<file path="config.mk">
export PLATFORM = sky130hd
export DESIGN_NAME = uart_rx_flat
export DESIGN_NICKNAME = d
export VERILOG_FILES = /design/src/rtl/uart_rx_if.sv /design/src/rtl/uart_rx.sv /design/src/flat_wrapper.sv
export SDC_FILE = /design/constraint.sdc
export NUM_CORES = 1
export LEC_CHECK = 0
export CORE_MARGIN = 2
export CORE_UTILIZATION = 61
export DETAILED_ROUTE_END_ITERATION = 10
export PLACE_DENSITY = 0.93
export SLEW_MARGIN = 40
export SYNTH_ARGS = -nofsm -noshare
export SYNTH_HDL_FRONTEND = slang
export SYNTH_SLANG_ARGS = --single-unit
</file>
<file path="constraint.sdc">
create_clock -name clk -period 4.5 [get_ports clk]
set_input_delay 0.9 -clock clk [delete_from_list [all_inputs] [get_ports clk]]
set_output_delay 0.9 -clock clk [all_outputs]
set_load 0.005 [all_outputs]
</file>
<file path="src/rtl/uart_rx_if.sv">
// Parallel output bus of the UART receiver: received byte, strobes and busy flag.
interface uart_rx_if;
  logic [7:0] data;
  logic       valid;
  logic       frame_err;
  logic       busy;

  modport master (output data, output valid, output frame_err, output busy);
  modport slave  (input  data, input  valid, input  frame_err, input  busy);
endinterface

</file>
<file path="src/rtl/uart_rx.sv">
// 8N1 UART receiver with 16x-style oversampling, mid-bit sampling and
// break detection; results are presented on a uart_rx_if bus.
module uart_rx #(
    parameter int unsigned CLK_FREQ   = 12000000,
    parameter int unsigned BAUD       = 9600,
    parameter int unsigned OVERSAMPLE = 16
) (
    input  logic      clk,
    input  logic      rst,
    input  logic      rx,
    uart_rx_if.master bus
);

    localparam int unsigned DIV = (CLK_FREQ + BAUD * OVERSAMPLE / 2) / (BAUD * OVERSAMPLE);
    localparam int unsigned DW  = (DIV > 1) ? $clog2(DIV) : 1;
    localparam int unsigned SW  = $clog2(OVERSAMPLE);

    typedef enum logic [2:0] {
        IDLE,
        START,
        DATA,
        STOP,
        BRK
    } state_t;

    state_t          state;
    logic [1:0]      sync;
    logic [DW-1:0]   div_cnt;
    logic [SW-1:0]   samp;
    logic [2:0]      bit_idx;
    logic [7:0]      shreg;
    logic            rx_s;
    logic            tick;

    assign rx_s = sync[1];
    assign tick = (div_cnt == DW'(DIV - 1));

    always_ff @(posedge clk or negedge rst) begin
        if (!rst) begin
            state         <= IDLE;
            sync          <= '1;
            div_cnt       <= '0;
            samp          <= '0;
            bit_idx       <= '0;
            shreg         <= '0;
            bus.data      <= '0;
            bus.valid     <= 1'b0;
            bus.frame_err <= 1'b0;
            bus.busy      <= 1'b0;
        end else begin
            sync          <= {sync[0], rx};
            bus.valid     <= 1'b0;
            bus.frame_err <= 1'b0;

            // Divider held at zero while waiting so ticks stay phase-aligned to the start edge
            if (state == IDLE || state == BRK || tick)
                div_cnt <= '0;
            else
                div_cnt <= div_cnt + DW'(1);

            case (state)
                IDLE: begin
                    bus.busy <= 1'b0;
                    samp     <= '0;
                    bit_idx  <= '0;
                    if (!rx_s) begin
                        state    <= START;
                        bus.busy <= 1'b1;
                    end
                end

                START: begin
                    if (tick) begin
                        if (samp == SW'(OVERSAMPLE / 2 - 1)) begin
                            samp <= '0;
                            if (!rx_s) begin
                                state <= DATA;
                            end else begin
                                state    <= IDLE;
                                bus.busy <= 1'b0;
                            end
                        end else begin
                            samp <= samp + SW'(1);
                        end
                    end
                end

                DATA: begin
                    if (tick) begin
                        if (samp == SW'(OVERSAMPLE - 1)) begin
                            samp    <= '0;
                            shreg   <= {rx_s, shreg[7:1]};
                            bit_idx <= bit_idx + 3'd1;
                            if (bit_idx == 3'd7)
                                state <= STOP;
                        end else begin
                            samp <= samp + SW'(1);
                        end
                    end
                end

                STOP: begin
                    if (tick) begin
                        if (samp == SW'(OVERSAMPLE - 1)) begin
                            samp <= '0;
                            if (rx_s) begin
                                bus.data  <= shreg;
                                bus.valid <= 1'b1;
                                state     <= IDLE;
                                bus.busy  <= 1'b0;
                            end else begin
                                bus.frame_err <= 1'b1;
                                state         <= BRK;
                            end
                        end else begin
                            samp <= samp + SW'(1);
                        end
                    end
                end

                BRK: begin
                    if (rx_s) begin
                        state    <= IDLE;
                        bus.busy <= 1'b0;
                    end
                end

                default: begin
                    state    <= IDLE;
                    bus.busy <= 1'b0;
                end
            endcase
        end
    end

endmodule

</file>
<file path="src/flat_wrapper.sv">
// flat-port wrapper written by rule: the top's interface ports become plain ports
module uart_rx_flat 
#(
    parameter int unsigned CLK_FREQ   = 12000000,
    parameter int unsigned BAUD       = 9600,
    parameter int unsigned OVERSAMPLE = 16
)
  (clk, rst, rx, bus_data, bus_valid, bus_frame_err, bus_busy);
  uart_rx_if bus_i ();
  input  logic clk;
  input  logic rst;
  input  logic rx;
  output wire logic [$bits(bus_i.data)-1:0] bus_data;
  output wire logic [$bits(bus_i.valid)-1:0] bus_valid;
  output wire logic [$bits(bus_i.frame_err)-1:0] bus_frame_err;
  output wire logic [$bits(bus_i.busy)-1:0] bus_busy;
  assign bus_data = bus_i.data;
  assign bus_valid = bus_i.valid;
  assign bus_frame_err = bus_i.frame_err;
  assign bus_busy = bus_i.busy;
  uart_rx #(.CLK_FREQ(CLK_FREQ), .BAUD(BAUD), .OVERSAMPLE(OVERSAMPLE)) u_core (.clk(clk), .rst(rst), .rx(rx), .bus(bus_i));
endmodule
</file>
==> results.sh, run 1 <==
export IMPL_status="finished clean"
export IMPL_critical_path_top_delay_family="buffers and inverters"
export IMPL_layout_common_cells="dfrtp_1, clkdlybuf4s50_1, nor2_1"
export IMPL_maxSlewHeadroom_pct=57.1
export IMPL_timing_critical_path_fanout_max=4
export IMPL_finalNonFillerCells=188
export IMPL_netlist_area_sq_um=1740
export IMPL_n_antenna_cell=0
export IMPL_cts_tree="built"
export IMPL_compound_gate_fraction_of_synth_area_pct=7.90
export IMPL_synth_fa_ha_area_share_pct=3.59
export IMPL_die_area_sq_um=3300
export IMPL_met1Wirelength_um=1310
export IMPL_critPathSlowestCell="clkdlybuf4s50_1"
export IMPL_worst_path_stages=1
export IMPL_initial_utilization_pct=63.7
export IMPL_cts_sink_count=38
export IMPL_synth_simple_area_share_pct=14.1
export IMPL_worstSetupPathType="flip-flop to output pin"
export IMPL_clock_fmax_mhz=464
export IMPL_rows=19
export IMPL_fraction_of_final_layout_cells_with_drive_strength_greater_than_1_pct=20.4
export IMPL_synthesis_nets=147
export IMPL_clk_latency_ns=0.34
export IMPL_cellPowerDensity_nw_per_um2=276
export IMPL_die_width_um=57.4
export IMPL_mostFrequentLayoutCell="dfrtp_1"
export IMPL_timing_critical_path_required_ns=3.60
export IMPL_cts_htree_levels=2
export IMPL_total_power_uw=540
export IMPL_worst_setup_path_end_kind="output pin"
export IMPL_synth_async_sr_flop_share_pct=100
export IMPL_worst_r2r_path_depth=6
export IMPL_dp_worst_setup_slack_ns=2.40
export IMPL_power_ir_vdd_worst_v=0.000248
export IMPL_clockBufferDepth=2
export IMPL_coreArea_sq_um=2730
export IMPL_port_buffer_count=13
export IMPL_post_drt_via_cell_ratio=5.97
export IMPL_clock_buffers_created_by_tritoncts=5
export IMPL_top_layer="met4"
export IMPL_die_y_um=57.4
export IMPL_min_path_type="flip-flop to flip-flop"
export IMPL_synth_enable_flop_cells=0
export IMPL_met2RoutedLength_um=1520
export IMPL_clk_pin_slew_worst_paths_ns=0.10
export IMPL_clk_root_buffer_cell="clkbuf_4"
export IMPL_fin_nets=164
export IMPL_gr_total_overflow=0
export IMPL_post_synthesis_cell_type_count=41
export IMPL_globalRouteTotalUtil_pct=21.4
export IMPL_wl_per_cell_um=16.1
export IMPL_hpwlAfterDp_um=2180
export IMPL_fin_worst_skew_ns=0.00876
export IMPL_post_synth_xor_area_fraction_pct=3.02
export IMPL_placed_cells_incl_taps=180
export IMPL_hold_viol_final=0
export IMPL_setup_worst_path_start="u_core.bus.busy"
export IMPL_drcViolationCount=0
export IMPL_syn_instance_count=139
export IMPL_cap_violations=0
export IMPL_grt_pass1_wl_um=5290
export IMPL_total_leakage_power_uw=0.000947
export IMPL_worst_slack_ns=2.34
export IMPL_tns_ns=0
export IMPL_reg2reg_from="u_core.div_cnt[1]"
export IMPL_final_seq_area_sq_um=953
export IMPL_ant_nets=0
export IMPL_setup_worst_path_end="bus_busy"
export IMPL_area_growth_pct=12.2
export IMPL_multiInputGateArea_sq_um=738
export IMPL_detail_route_wirelength_um=3030
export IMPL_finalSetupViolations=0
export IMPL_layout_worst_path_cycle_share_pct=47.9
export IMPL_cts_post_setup_buffers_inserted=0
export IMPL_worst_setup_path_start_kind="flip-flop"
export IMPL_drt_pass1_iter_count=4
export IMPL_place_congestion=0.896
export IMPL_io_pins=14
export IMPL_detailedRoute_firstIterationViolations=40
export IMPL_timing_critical_path_slowest_cell_delay_ns=0.52
export IMPL_synth_seq_cells=38
export IMPL_routed_via_count=1122
export IMPL_ys_flop_type="dfrtp_1"
export IMPL_syn_avg_cell_area_sq_um=12.5
export IMPL_worst_slew_pin_transition_ns=0.641
export IMPL_antenna_found_initial=0
export IMPL_yosysSeqAreaShare_pct=54.7
export IMPL_muxShareOfSynthArea_pct=13.8
export IMPL_setup_repair_after_global_routing_missed_its_margin="no"
export IMPL_grt_pass1_vias=1119
export IMPL_cts_hold_buffers_added=0
export IMPL_final_max_slew_violation_count=0
export IMPL_num_fill_cells=187
export IMPL_cp_data_arrival_time_ns=1.26
export IMPL_synth_yosys_warnings=0
export IMPL_dr_wl_met3_um=155
export IMPL_core_util_final_pct=71.5
export IMPL_fin_crit_ns=2.16
export IMPL_pin_count_of_the_biggest_net_entering_global_routing=39
export IMPL_worst_path_buf_inv=1
export IMPL_synth_top_family_by_area="simple AND/OR/NAND/NOR gates"
export IMPL_worstPathCellList="clkdlybuf4s50_1"
export IMPL_cts_resizes=0
export IMPL_critical_path_reg2reg_endpoint="u_core.shreg[2]"
export IMPL_reg2reg_slack_ns=2.39
synth_stat cells (2+ instances only):
library cell  instances  area, sq um
nand4_1               2         12.5
dfrtp_1              36          901
nand2_1               5         18.8
xnor2_1               2         17.5
nor4_1                2         12.5
xor2_1                4         35.0
and3_1                5         31.3
mux2_2                8         90.1
ha_1                  5         62.6
a21oi_1               2         10.0
mux2_4                8          120
mux2i_1               3         30.0
a22o_1                2         17.5
nand3_1               3         15.0
nor2_1               12         45.0
o21ai_0               8         40.0
inv_1                 6         22.5
dfstp_2               2         52.6
a31oi_1               2         12.5
area by class of cell:
cell class	instances	area share [%]
multi-input cells	91	37.8
clock inverters	2	0.640
clock buffers	6	2.62
repair buffers	14	7.04
inverters	6	1.15
flip-flops and latches	38	48.8
well taps	31	1.98
worst min path at each step:
stage,startpoint,endpoint,slack [ns],cells after the start
floorplan,u_core.sync[0],u_core.sync[1],0.35,0
global placement,u_core.sync[0],u_core.sync[1],0.35,0
detailed placement,u_core.sync[0],u_core.sync[1],0.35,0
CTS,u_core.sync[0],u_core.sync[1],0.36,0
global route,u_core.sync[0],u_core.sync[1],0.37,0
finish,u_core.sync[0],u_core.sync[1],0.36,0
cells by family after synthesis:
logic type	Yosys count
buf+inv	10
flops	38
xor+xnor	6
simple gates	40
mux	19
fa+ha+maj	5
compound gates	21
flip-flops by register name, indices dropped and copies added (netlist names), 2 cells and up:
signal           flops
u_core.bit_idx       3
u_core.bus.data      8
u_core.div_cnt       7
u_core.samp          4
u_core.shreg         8
u_core.state         3
u_core.sync          2
report_power, final:
part           leakage (uW)  switching [uW]  internal [uW]  total, uW
registers          0.000504           0.878            343        344
logic              0.000409            7.30           2.66       9.96
clock network     0.0000343             111           75.1        186
total              0.000947             119            421        540
routing by layer:
layer / GRT usage [%] / up-vias
met2: 35.2 / 36
met4: 6.98 / 0
met3: 7.03 / 5
li1: - / 530
met1: 26.6 / 551
met5: 0 / -
per-stage QoR:
step / cell area, sq um / hold slack, ns
finish: 1950 / 0.362
detailed placement: 1890 / 0.348
global route: 1950 / 0.372
global placement: 1890 / 0.346
floorplan: 1740 / 0.345
CTS: 1950 / 0.363
(Power assumes the default switching activity.)
==> inputs of run 2 (changes only) <==
CORE_UTILIZATION = 51   (was 61)
PLACE_DENSITY = 0.84   (was 0.93)
clock period = 1.7 ns   (was 4.5 ns; I/O delays follow)
==> results.sh, run 2 (synthesis gave the netlist of run 1 again) <==
export IMPL_cts_hold_buffers_added=0
export IMPL_rows=21
export IMPL_clockBufferDepth=2
export IMPL_fin_crit_ns=1.71
export IMPL_ant_nets=0
export IMPL_pin_count_of_the_biggest_net_entering_global_routing=39
export IMPL_final_seq_area_sq_um=953
export IMPL_die_area_sq_um=3900
export IMPL_routed_via_count=1202
export IMPL_worst_slack_ns=-0.00754
export IMPL_tns_ns=-0.0454
export IMPL_biggest_registers_after_layout="u_core.bus.data (8), u_core.shreg (8), u_core.div_cnt (7)"
export IMPL_multiInputGateArea_sq_um=779
export IMPL_fin_worst_skew_ns=0.00591
export IMPL_timing_critical_path_fanout_max=9
export IMPL_maxSlewHeadroom_pct=72.1
export IMPL_dr_wl_met3_um=117
export IMPL_clk_latency_ns=0.34
export IMPL_clock_fmax_mhz=586
export IMPL_reg2reg_from="u_core.div_cnt[1]"
export IMPL_layout_worst_path_cycle_share_pct=100
export IMPL_cts_tree="built"
export IMPL_hpwlAfterDp_um=2210
export IMPL_worst_r2r_path_depth=7
export IMPL_detail_route_wirelength_um=3040
export IMPL_reg2reg_slack_ns=-0.008
export IMPL_worst_slew_pin_transition_ns=0.414
export IMPL_total_power_uw=1430
export IMPL_post_drt_via_cell_ratio=5.46
export IMPL_initial_utilization_pct=52.6
export IMPL_coreArea_sq_um=3310
export IMPL_clock_buffers_created_by_tritoncts=5
export IMPL_place_congestion=0.809
export IMPL_critical_path_reg2reg_endpoint="u_core.bus.data[7]"
export IMPL_total_leakage_power_uw=0.00104
export IMPL_placed_area_sq_um=2050
export IMPL_power_ir_vdd_worst_v=0.000531
export IMPL_wl_per_cell_um=13.8
export IMPL_top_layer="met4"
export IMPL_drt_pass1_iter_count=4
export IMPL_num_fill_cells=267
export IMPL_met2RoutedLength_um=1550
export IMPL_worstSetupPathType="flip-flop to flip-flop"
export IMPL_cts_sink_count=38
export IMPL_n_antenna_cell=0
export IMPL_area_growth_pct=24.4
export IMPL_min_path_type="primary input to asynchronous set/reset pin"
export IMPL_cp_data_arrival_time_ns=1.95
export IMPL_grt_pass1_wl_um=5480
export IMPL_clk_pin_slew_worst_paths_ns=0.11
export IMPL_status="complete, but fails checks"
export IMPL_postLayoutCellArea_sq_um=2170
export IMPL_finalSetupViolations=8
export IMPL_worst_setup_path_end_kind="flip-flop"
export IMPL_grt_pass1_vias=1229
export IMPL_globalRouteTotalUtil_pct=18.4
export IMPL_drcViolationCount=0
export IMPL_failed_checks="negative setup slack"
export IMPL_gr_total_overflow=0
export IMPL_fin_nets=181
export IMPL_io_pins=14
export IMPL_antenna_found_initial=0
export IMPL_dp_worst_setup_slack_ns=-0.0810
export IMPL_clk_root_buffer_cell="clkbuf_4"
export IMPL_die_width_um=62.4
export IMPL_final_max_slew_violation_count=0
export IMPL_cts_htree_levels=2
export IMPL_layout_common_cells="dfrtp_1, buf_4, clkdlybuf4s50_1, nor2_1"
export IMPL_port_buffer_count=13
export IMPL_cellPowerDensity_nw_per_um2=658
export IMPL_detailedRoute_firstIterationViolations=51
export IMPL_fraction_of_final_layout_cells_with_drive_strength_greater_than_1_pct=30.5
export IMPL_die_y_um=62.4
export IMPL_hold_viol_final=0
export IMPL_cap_violations=0
export IMPL_mostFrequentLayoutCell="dfrtp_1"
export IMPL_worst_setup_path_start_kind="flip-flop"
export IMPL_setup_repair_after_global_routing_missed_its_margin="yes"
export IMPL_timing_critical_path_required_ns=1.94
export IMPL_met1Wirelength_um=1330
==> run 2: layer usage <==
layer,vias up,GRT usage [%]
met5,-,0
met4,0,8.33
met3,4,6.67
met2,21,30.1
met1,613,21.7
li1,564,-
==> run 2: layout make-up <==
type / count / area share, %
well taps: 46 / 2.66
inverters: 6 / 1.04
clock buffers: 7 / 2.54
clock inverters: 1 / 0.231
flip-flops and latches: 38 / 44.0
multi-input cells: 91 / 36.0
repair buffers: 31 / 13.6
==> run 2: repair_timing <==
item | in CTS | in global routing
gates resized for setup | 5 | 4
setup buffers | 1 | 1
setup endpoints to repair | 11 | 18
pin swaps | 0 | 3
hold endpoints to repair | 0 | 0
==> run 2: worst max-delay path by stage <==
stage | endpoint | slack (ns) | startpoint | cells after the start
2_1_floorplan | u_core.bus.data[0] | -0.02 | u_core.div_cnt[1] | 7
3_3_place_gp | u_core.bus.data[7] | -0.04 | u_core.div_cnt[1] | 7
3_5_place_dp | u_core.bus.data[4] | -0.08 | u_core.div_cnt[1] | 7
4_1_cts | u_core.bus.data[4] | -0.02 | u_core.div_cnt[1] | 7
5_1_grt | u_core.bus.data[1] | -0.07 | u_core.div_cnt[1] | 7
6_report | u_core.bus.data[7] | -0.008 | u_core.div_cnt[1] | 7
==> run 2: stage by stage <==
step,utilization (%),hold WS (ns),cells
floorplan,-,0.0444,139
global placement,61.9,0.345,210
detailed placement,61.9,0.348,210
CTS,64.7,0.357,219
global route,65.5,0.352,220
finish,65.5,0.360,220
==> run 2: power breakdown <==
part	total, uW	internal (uW)	switching [uW]
Combinational	30.5	10.3	20.2
Sequential	910	908	2.48
Clock	485	200	285
==> run 2: critical path, stage by stage, from the launching register on <==
cell	delay, ns
dfrtp_1	0.40
inv_2	0.07
ha_4	0.13
and4bb_1	0.21
and3_4	0.18
and3_4	0.19
buf_12	0.13
mux2_4	0.30
==> inputs of run 3 (changes only) <==
CORE_UTILIZATION = 61   (was 51)
PLACE_DENSITY = 0.93   (was 0.84)
TNS_END_PERCENT = 50   (was default)
clock period = 2.15 ns   (was 1.7 ns; I/O delays follow)
==> results.sh, run 3 (synthesis gave the netlist of run 1 again) <==
export IMPL_post_drt_via_cell_ratio=6.06
export IMPL_hpwlAfterDp_um=2140
export IMPL_final_max_slew_violation_count=0
export IMPL_gr_total_overflow=0
export IMPL_initial_utilization_pct=63.7
export IMPL_setup_repair_after_global_routing_missed_its_margin="no"
export IMPL_worst_setup_path_end_kind="flip-flop"
export IMPL_placed_cells_incl_taps=182
export IMPL_wl_per_cell_um=16.3
export IMPL_worstSetupPathType="flip-flop to flip-flop"
export IMPL_finalSetupViolations=0
export IMPL_cts_tree="built"
export IMPL_port_buffer_count=13
export IMPL_cap_violations=0
export IMPL_biggest_registers_after_layout="u_core.bus.data (8), u_core.shreg (8), u_core.div_cnt (7)"
export IMPL_worstPathCellList="inv_1 > ha_1 > and4bb_1 > and3_4 > and3_1 > buf_4 > mux2_4"
export IMPL_layout_worst_path_cycle_share_pct=88.5
export IMPL_worst_setup_path_start_kind="flip-flop"
export IMPL_detail_route_wirelength_um=3100
export IMPL_cts_hold_buffers_added=0
export IMPL_min_path_type="flip-flop to flip-flop"
export IMPL_worst_path_buf_inv=2
export IMPL_layout_common_cells="dfrtp_1, clkdlybuf4s50_1, nor2_1"
export IMPL_clk_root_buffer_cell="clkbuf_4"
export IMPL_finalNonFillerCells=190
export IMPL_fin_nets=166
export IMPL_drcViolationCount=0
export IMPL_n_antenna_cell=0
export IMPL_routed_via_count=1151
export IMPL_timing_critical_path_required_ns=2.39
export IMPL_antenna_found_initial=0
export IMPL_critical_path_top_delay_family="simple AND/OR/NAND/NOR gates"
export IMPL_core_util_final_pct=73.6
export IMPL_coreArea_sq_um=2730
export IMPL_clock_fmax_mhz=526
export IMPL_fin_crit_ns=1.90
export IMPL_grt_pass1_vias=1133
export IMPL_cts_htree_levels=2
export IMPL_pin_count_of_the_biggest_net_entering_global_routing=39
export IMPL_die_y_um=57.4
export IMPL_status="finished clean"
export IMPL_io_pins=14
export IMPL_maxSlewHeadroom_pct=61.9
export IMPL_place_congestion=0.842
export IMPL_cellPowerDensity_nw_per_um2=668
export IMPL_total_leakage_power_uw=0.000978
export IMPL_rows=19
export IMPL_die_area_sq_um=3300
export IMPL_globalRouteTotalUtil_pct=21.8
export IMPL_die_width_um=57.4
export IMPL_drt_pass1_iter_count=4
export IMPL_cp_data_arrival_time_ns=2.14
export IMPL_fin_worst_skew_ns=0.00977
export IMPL_total_power_uw=1340
export IMPL_fin_hold_ws_ns=0.364
export IMPL_area_growth_pct=15.5
export IMPL_clk_pin_slew_worst_paths_ns=0.11
export IMPL_cts_resizes=0
export IMPL_timing_critical_path_slowest_cell_delay_ns=0.42
export IMPL_grt_pass1_wl_um=5360
export IMPL_power_ir_vdd_worst_v=0.000922
export IMPL_tns_ns=0
export IMPL_detailedRoute_firstIterationViolations=31
export IMPL_worst_slew_pin_transition_ns=0.568
export IMPL_mostFrequentLayoutCell="dfrtp_1"
export IMPL_critPathSlowestCell="dfrtp_1"
export IMPL_clockBufferDepth=2
export IMPL_fraction_of_final_layout_cells_with_drive_strength_greater_than_1_pct=21.4
export IMPL_ant_nets=0
export IMPL_hold_viol_final=0
export IMPL_timing_critical_path_fanout_max=9
export IMPL_clk_latency_ns=0.35
export IMPL_cts_sink_count=38
export IMPL_clock_buffers_created_by_tritoncts=5
export IMPL_cts_post_setup_buffers_inserted=0
-- run 3: cell count changes in the layout (fill, tap and decap cells not counted), moves of 2 or more --
cell,before,now
buf_4,15,3
buf_12,2,0
bufinv_16,0,2
ha_1,3,5
-- run 3: power breakdown --
group	leakage (uW)	switching (uW)	total, uW	internal [uW]
clock	0.0000554	240	603	364
combinational	0.000418	15.2	20.8	5.56
sequential	0.000504	1.98	720	718
-- run 3: worst reg2reg max path, delay by kind of cell, from the launching register on --
kind	cells	cell delay [ns]
fa+ha+maj	1	0.20
mux	1	0.32
flops	1	0.42
simple gates	3	0.60
buf+inv	2	0.28
-- run 3: path summary, 6_finish.rpt --
check                                        from                  to  slack (ns)  cells after the start
worst max-delay path            u_core.div_cnt[1]  u_core.bus.data[0]        0.25                      7
worst min-delay path               u_core.sync[0]      u_core.sync[1]        0.36                      0
worst min register to register     u_core.sync[0]      u_core.sync[1]        0.36                      0
max in group asynchronous                     rst      u_core.sync[1]        1.31                      2
worst max register to register  u_core.div_cnt[1]  u_core.bus.data[0]        0.25                      7
min in group asynchronous                     rst  u_core.bus.data[1]        0.49                      2
-- run 3: layer usage --
metal | global-route usage [%] | up-vias | wire length [um]
met5 | 0 | - | 0
met4 | 6.64 | 0 | 61
met3 | 6.35 | 7 | 192
met2 | 36.7 | 37 | 1540
met1 | 27.3 | 572 | 1300
li1 | - | 535 | -
-- run 3: final cells by class --
| class | count | area [sq um] |
|---|---|---|
| multi-input cells | 91 | 738 |
| inverters | 6 | 22.5 |
| clock buffers | 5 | 37.5 |
| well taps | 31 | 38.8 |
| flip-flops and latches | 38 | 953 |
| fillers | 182 | 722 |
| clock inverters | 3 | 68.8 |
| repair buffers | 16 | 153 |
-- run 3: metrics by stage --
stage / worst slack, ns / area (sq um)
floorplan: 0.425 / 1740
global placement: 0.360 / 1910
CTS: 0.245 / 2010
global route: 0.152 / 2010
detailed placement: 0.266 / 1910
finish: 0.248 / 2010
